==> src/rtl/id_ex_stage.sv <==
// ID/EX pipeline register for the 5-stage RV32I core, with EX-stage operand
// forwarding from MEM/WB and load-use bubble insertion.
module id_ex_stage #(
    parameter int Bits = 32
) (
    input  logic            clk,
    input  logic            rst_n,
    input  logic            ValidD,
    input  logic [Bits-1:0] RD1D,
    input  logic [Bits-1:0] RD2D,
    input  logic [Bits-1:0] PCD,
    input  logic [Bits-1:0] ImmExtD,
    input  logic [4:0]      Rs1D,
    input  logic [4:0]      Rs2D,
    input  logic [4:0]      RdD,
    input  logic            ASrcD,
    input  logic            BSrcD,
    input  logic [3:0]      OpCodeD,
    input  logic [2:0]      BranchTypeD,
    input  logic            BranchD,
    input  logic            RegWriteD,
    input  logic            MemReadD,
    input  logic            MemWriteD,
    input  logic            FlushE,
    input  logic            StallE,
    input  logic [4:0]      RdM,
    input  logic [4:0]      RdW,
    input  logic            RegWriteM,
    input  logic            RegWriteW,
    input  logic [Bits-1:0] ALUResultM,
    input  logic [Bits-1:0] ResultW,
    output logic [Bits-1:0] SrcAE,
    output logic [Bits-1:0] SrcBE,
    output logic [Bits-1:0] WriteDataE,
    output logic [3:0]      OpCodeE,
    output logic [2:0]      BranchTypeE,
    output logic            BranchE,
    output logic            RegWriteE,
    output logic            MemReadE,
    output logic            MemWriteE,
    output logic            ValidE,
    output logic [4:0]      RdE,
    output logic [Bits-1:0] PCE,
    output logic            StallD
);

    logic            valid_e;
    logic [Bits-1:0] rd1_e, rd2_e, pc_e, imm_e;
    logic [4:0]      rs1_e, rs2_e, rd_e;
    logic            asrc_e, bsrc_e;
    logic [3:0]      opcode_e;
    logic [2:0]      btype_e;
    logic            branch_e, regwrite_e, memread_e, memwrite_e;

    logic            load_use;
    logic [Bits-1:0] fwd_a, fwd_b;

    // Handshake: ValidD/ValidE mark a real instruction in each slot; StallD is
    // the hold request back to IF/ID and is asserted in the same cycle it applies.
    assign load_use = ValidD & valid_e & memread_e & (rd_e != 5'd0) &
                      ((rd_e == Rs1D) | (rd_e == Rs2D));
    assign StallD   = load_use | StallE;

    always_ff @(posedge clk) begin
        if (!rst_n) begin
            valid_e    <= 1'b0;
            rd1_e      <= '0;
            rd2_e      <= '0;
            pc_e       <= '0;
            imm_e      <= '0;
            rs1_e      <= 5'd0;
            rs2_e      <= 5'd0;
            rd_e       <= 5'd0;
            asrc_e     <= 1'b0;
            bsrc_e     <= 1'b0;
            opcode_e   <= 4'd0;
            btype_e    <= 3'd0;
            branch_e   <= 1'b0;
            regwrite_e <= 1'b0;
            memread_e  <= 1'b0;
            memwrite_e <= 1'b0;
        end else if (FlushE || (!StallE && load_use)) begin
            // Bubble: only the controls and destination are cleared; data fields are left as-is.
            valid_e    <= 1'b0;
            rd_e       <= 5'd0;
            branch_e   <= 1'b0;
            regwrite_e <= 1'b0;
            memread_e  <= 1'b0;
            memwrite_e <= 1'b0;
        end else if (!StallE) begin
            valid_e    <= ValidD;
            rd1_e      <= RD1D;
            rd2_e      <= RD2D;
            pc_e       <= PCD;
            imm_e      <= ImmExtD;
            rs1_e      <= Rs1D;
            rs2_e      <= Rs2D;
            rd_e       <= RdD;
            asrc_e     <= ASrcD;
            bsrc_e     <= BSrcD;
            opcode_e   <= OpCodeD;
            btype_e    <= BranchTypeD;
            branch_e   <= BranchD;
            regwrite_e <= RegWriteD;
            memread_e  <= MemReadD;
            memwrite_e <= MemWriteD;
        end
    end

    // MEM beats WB; x0 never forwards.
    always_comb begin
        fwd_a = rd1_e;
        if (RegWriteM && (RdM != 5'd0) && (RdM == rs1_e)) begin
            fwd_a = ALUResultM;
        end else if (RegWriteW && (RdW != 5'd0) && (RdW == rs1_e)) begin
            fwd_a = ResultW;
        end
    end

    always_comb begin
        fwd_b = rd2_e;
        if (RegWriteM && (RdM != 5'd0) && (RdM == rs2_e)) begin
            fwd_b = ALUResultM;
        end else if (RegWriteW && (RdW != 5'd0) && (RdW == rs2_e)) begin
            fwd_b = ResultW;
        end
    end

    assign SrcAE       = asrc_e ? pc_e : fwd_a;
    assign SrcBE       = bsrc_e ? imm_e : fwd_b;
    assign WriteDataE  = fwd_b;
    assign OpCodeE     = opcode_e;
    assign BranchTypeE = btype_e;
    assign BranchE     = branch_e;
    assign RegWriteE   = regwrite_e;
    assign MemReadE    = memread_e;
    assign MemWriteE   = memwrite_e;
    assign ValidE      = valid_e;
    assign RdE         = rd_e;
    assign PCE         = pc_e;

endmodule

==> config.mk <==
export PLATFORM = sky130hd
export DESIGN_NAME = id_ex_stage
export DESIGN_NICKNAME = d
export VERILOG_FILES = /design/src/rtl/id_ex_stage.sv
export SDC_FILE = /design/constraint.sdc
export NUM_CORES = 1
export LEC_CHECK = 0
export BUFFER_PORTS_ARGS = -buffer_cell sky130_fd_sc_hd__buf_2
export CORE_MARGIN = 2
export CORE_UTILIZATION = 35
export CTS_CLUSTER_DIAMETER = 60
export DETAILED_ROUTE_END_ITERATION = 10
export PLACE_DENSITY_LB_ADDON = 0.12
export SLEW_MARGIN = 5
export SYNTH_ARGS = -nofsm -noshare
export SYNTH_HDL_FRONTEND = slang
export SYNTH_SLANG_ARGS = --single-unit
export TNS_END_PERCENT = 50
==> constraint.sdc <==
create_clock -name clk -period 3.28 [get_ports clk]
set_input_delay 0.656 -clock clk [delete_from_list [all_inputs] [get_ports clk]]
set_output_delay 0.656 -clock clk [all_outputs]
set_load 0.005 [all_outputs]
* After elaboration in Yosys (flattened, before gate mapping) *
Cells that the tools add are included.

operators by class
  mux-type cells = 6
  equal/unequal tests = 6
  bitwise logic cells = 9
  reductions and logical operators = 14

operators with widths
  cell                 number
  two-way mux 32 bit   6
  == test 5 bit        6
  nonzero test 5 bit   3
  logical AND 1 bit    7
  AND 1 bit            4
  NOT 1 bit            3
  OR 1 bit             2
  AND reduction 2 bit  1
  OR reduction 2 bit   1
  logical NOT 1 bit    1
  logical OR 1 bit     1

word-level totals
  bits of input ports = 237
  logic and storage cells = 51
  flip-flop bits (word level) = 157
  output and inout port bits = 146

* Logic depth before layout (Yosys ltp) *
  depth in word-level cells = 8
  mapped depth = 8
  mapped depth without buffers = 5

* Worst setup path before layout *
No wires, ideal clock.

  path type = input-to-output
  from = input port RdW[1]
  to = output port SrcAE[10]
  arrival = 2.214 ns
  cell stages on the path = 8
  setup slack = 0.410 ns
  cell sequence = or4_4 > o21a_1 > buf_2 > and2_1 > buf_6 > buf_6 > a221oi_2 > o31ai_1

between the ends
  longest elaborated chain between the ends = 6

RTL lines
  what                  line  source
  start: declaration    27    input logic [4:0] RdW,
  nonzero test 5 bit    115   end else if (RegWriteW && (RdW != 5'd0) && (RdW == rs1_e)) begin
  logical AND 1 bit     115
  logical AND 1 bit *   115
  two-way mux 32 bit *  115
  two-way mux 32 bit *  113   if (RegWriteM && (RdM != 5'd0) && (RdM == rs1_e)) begin
  two-way mux 32 bit *  129   assign SrcAE = asrc_e ? pc_e : fwd_a;
  end: declaration      32    output logic [Bits-1:0] SrcAE,

Every way passes the cells marked *; elsewhere a longest branch is shown, timed or not.

* Worst setup path in the final report *
  from = input port RdW[1]
  to = output port SrcAE[1]

Same word-level chain as after synthesis.

==> results.sh <==
export IMPL_antenna_found_initial=11
export IMPL_tightest_slew_ns=0.922
export IMPL_syn_avg_cell_area_um2=8.20
export IMPL_start_util_pct=35.7
export IMPL_yosys_area_top_type="dfxtp_1"
export IMPL_syn_to_final_growth_pct=32.5
export IMPL_grt_pass1_vias=8941
export IMPL_r2r_cells=5
export IMPL_min_path_cells=2
export IMPL_final_core_util_pct=47.2
export IMPL_routed_wirelength_um=36100
export IMPL_io_buffers=382
export IMPL_dpl_instance_area_mm2=0.0116
export IMPL_failed_checks="design-rule violations"
export IMPL_numCtsBuffers=17
export IMPL_drt_pass1_iter_count=9
export IMPL_vdd_ir_drop_max_uv=297
export IMPL_grt_overflow_total=0
export IMPL_dieHeight_um=167
export IMPL_status="finished with violations"
export IMPL_grt_use_total_pct=24.9
export IMPL_hpwl_um=26700
export IMPL_grt_max_degree=84
export IMPL_worst_setup_path_end_kind="output port"
export IMPL_leakage_nw=5.42
export IMPL_fillers=2645
export IMPL_clock_fmax_ghz=0.309
export IMPL_multi_input_area_mm2=0.00570
export IMPL_drcViolationCount=25
export IMPL_p_sw_share_pct=29.8
export IMPL_post_synth_top_count_cell="nand2_1"
export IMPL_clk_latency_ns=0.42
export IMPL_slew_headroom_pct=38.5
export IMPL_min_period_over_period_pct=98.7
export IMPL_ys_types=40
export IMPL_finalHoldViolCount=0
export IMPL_synth_edf_count=0
export IMPL_dpl_worst_slack_ns=-0.153
export IMPL_p_seq_share_pct=40.5
export IMPL_cts_sinks=157
export IMPL_synth_seq_cells=157
export IMPL_ys_async_sr_fraction_pct=0
export IMPL_postRouteAntennaNets=0
export IMPL_finalSetupTns_ns=0
export IMPL_synth_cells=1136
export IMPL_pwr_share_comb_pct=20.1
export IMPL_drt_iter0_drc=929
export IMPL_critical_path_max_fanout=12
export IMPL_required_ns=2.62
export IMPL_rsz0062_at_grt="yes"
export IMPL_fin_crit_ns=3.24
export IMPL_cts_path_max_buffers=2
export IMPL_wire_per_inst_um=19.8
export IMPL_rows=59
export IMPL_crit_path_start_kind="input port"
export IMPL_crit_arrival_ns=2.58
export IMPL_gp_congestion=0.894
export IMPL_synth_top_cell_area_share_pct=33.7
export IMPL_drive_gt1_share_pct=36.7
export IMPL_nNetsFinal=1703
export IMPL_route_vias_total=9499
export IMPL_syn_num_nets=1373
export IMPL_power_frac_clock_pct=39.4
export IMPL_die_w_um=167
export IMPL_synth_flop_cell="dfxtp_1"
export IMPL_setup_viol=0
export IMPL_die_area_mm2=0.0279
export IMPL_netlist_area_mm2=0.00932
export IMPL_stdcell_area_mm2=0.0123
export IMPL_ys_warn_count=0
export IMPL_core_mm2=0.0261
export IMPL_worstSetupPathType="in2out"
export IMPL_power_density_mw_per_mm2=419
export IMPL_ys_seq_area_share_pct=33.7
export IMPL_switchingPower_w=0.00154
export IMPL_cts_root_buffer="clkbuf_16"
export IMPL_hold_buffers=0
export IMPL_ios=383
export IMPL_power_internal_w=0.00363
export IMPL_htreeDepth=4
export IMPL_cts_clk_slew_worst_paths_ns=0.07
export IMPL_slew_violations=0
export IMPL_grt_pass1_wl_um=54200
export IMPL_min_path_type="reg2reg"
export IMPL_fin_ws_ns=0.0416
export IMPL_routed_via_density=5.22
export IMPL_ff_latch_area_mm2=0.00315
export IMPL_synthTopCellsByCount="338 x nand2_1, 157 x dfxtp_1, 147 x mux2i_1"
export IMPL_cap_violations=0
export IMPL_finClkSkew_ns=0.0115
export IMPL_synthTopCellsByArea="dfxtp_1 34%, mux2i_1 16%, nand2_1 14%"
export IMPL_cts_tree="done"
==> metrics by stage <==
| stage | std cells | total power, W | hold slack (ns) |
|---|---|---|---|
| finish | 1821 | 0.00517 | 0.454 |
| global route | 1821 | 0.00539 | 0.458 |
| CTS | 1813 | 0.00521 | 0.452 |
| detailed placement | 1781 | 0.00315 | 0.446 |
| global placement | 1781 | 0.00315 | 0.439 |
| floorplan | 1136 | 0.00266 | 0.431 |
==> kinds of logic after synthesis <==
kind of cell              count (synthesis)  synth area share (%)
and+or+nand+nor                         497                  23.4
AOI/OAI and AO/OA                       157                  14.3
xor gates and xnor gates                 28                  2.63
buffers and inverters                   118                  6.24
muxes                                   179                  19.7
DFF                                     157                  33.7
==> placed cells by master (no fill, tap or decap), drive strengths merged, types with 12 or more instances in the layout <==
cell type	synthesis	final
buf	45	427
nand2	338	338
dfxtp	157	157
mux2i	147	147
o31ai	64	64
nor2	35	35
nand4	33	33
nor4	33	33
and2	33	33
a31oi	32	32
mux2	32	32
a221oi	32	32
clkbuf	71	19
xor2	14	14
xnor2	14	14
o21ai	12	12
==> worst max-delay path, stage by stage <==
cell,delay [ns]
buf_2,0.10
buf_4,0.14
xor2_1,0.14
nor4_2,0.37
buf_4,0.18
and2_2,0.23
buf_12,0.18
a221oi_2,0.07
o31ai_1,0.32
buf_2,0.18
==> sequential cells by signal, indices dropped and copies added (netlist names) <==
signal / count
bsrc_e: 1
rd2_e: 32
rd1_e: 32
ValidE: 1
imm_e: 32
MemWriteE: 1
asrc_e: 1
RegWriteE: 1
OpCodeE: 4
MemReadE: 1
PCE: 32
rs2_e: 5
rs1_e: 5
RdE: 5
BranchE: 1
BranchTypeE: 3
==> repair_timing <==
action | CTS | global route
setup buffers | 1 | 0
hold endpoints to repair | 0 | 0
pin swaps | 1 | 1
gates resized for setup | 2 | 15
setup endpoints to repair | 32 | 30
==> final timing paths <==
check	start	end	slack, ns
min reg2reg	imm_e[10]$_SDFFE_PN0P_	imm_e[10]$_SDFFE_PN0P_	0.45
min	imm_e[10]$_SDFFE_PN0P_	imm_e[10]$_SDFFE_PN0P_	0.45
max reg2reg	RdE[0]$_SDFFE_PP0N_	rd2_e[2]$_SDFFE_PN0P_	0.76
max	RdW[1]	SrcAE[1]	0.04
==> routing by layer <==
| metal | vias up | track usage (%) | routed length (um) |
|---|---|---|---|
| li1 | 4663 | - | - |
| met5 | - | 0 | 38 |
| met1 | 4423 | 34.9 | 16600 |
| met3 | 39 | 5.11 | 2740 |
| met4 | 6 | 7.67 | 660 |
| met2 | 368 | 38.4 | 16000 |
==> layout make-up <==
type	count	area share, %
Tap cell	335	3.40
Inverter	2	0.0608
Timing Repair Buffer	427	20.0
Clock buffer	19	3.59
Multi-Input combinational cell	861	46.2
Clock inverter	12	1.11
Sequential cell	157	25.5
Antenna cell	8	0.162
==> power by group through the flow <==
stage | logic [W] | registers [W] | clock network, W
2_1_floorplan | 0.000561 | 0.00210 | 0
3_3_place_gp | 0.00102 | 0.00213 | 0
3_5_place_dp | 0.00102 | 0.00213 | 0
4_1_cts | 0.00103 | 0.00209 | 0.00209
5_1_grt | 0.00112 | 0.00210 | 0.00216
6_report | 0.00104 | 0.00209 | 0.00204
Power figures use the tool's default switching activity.
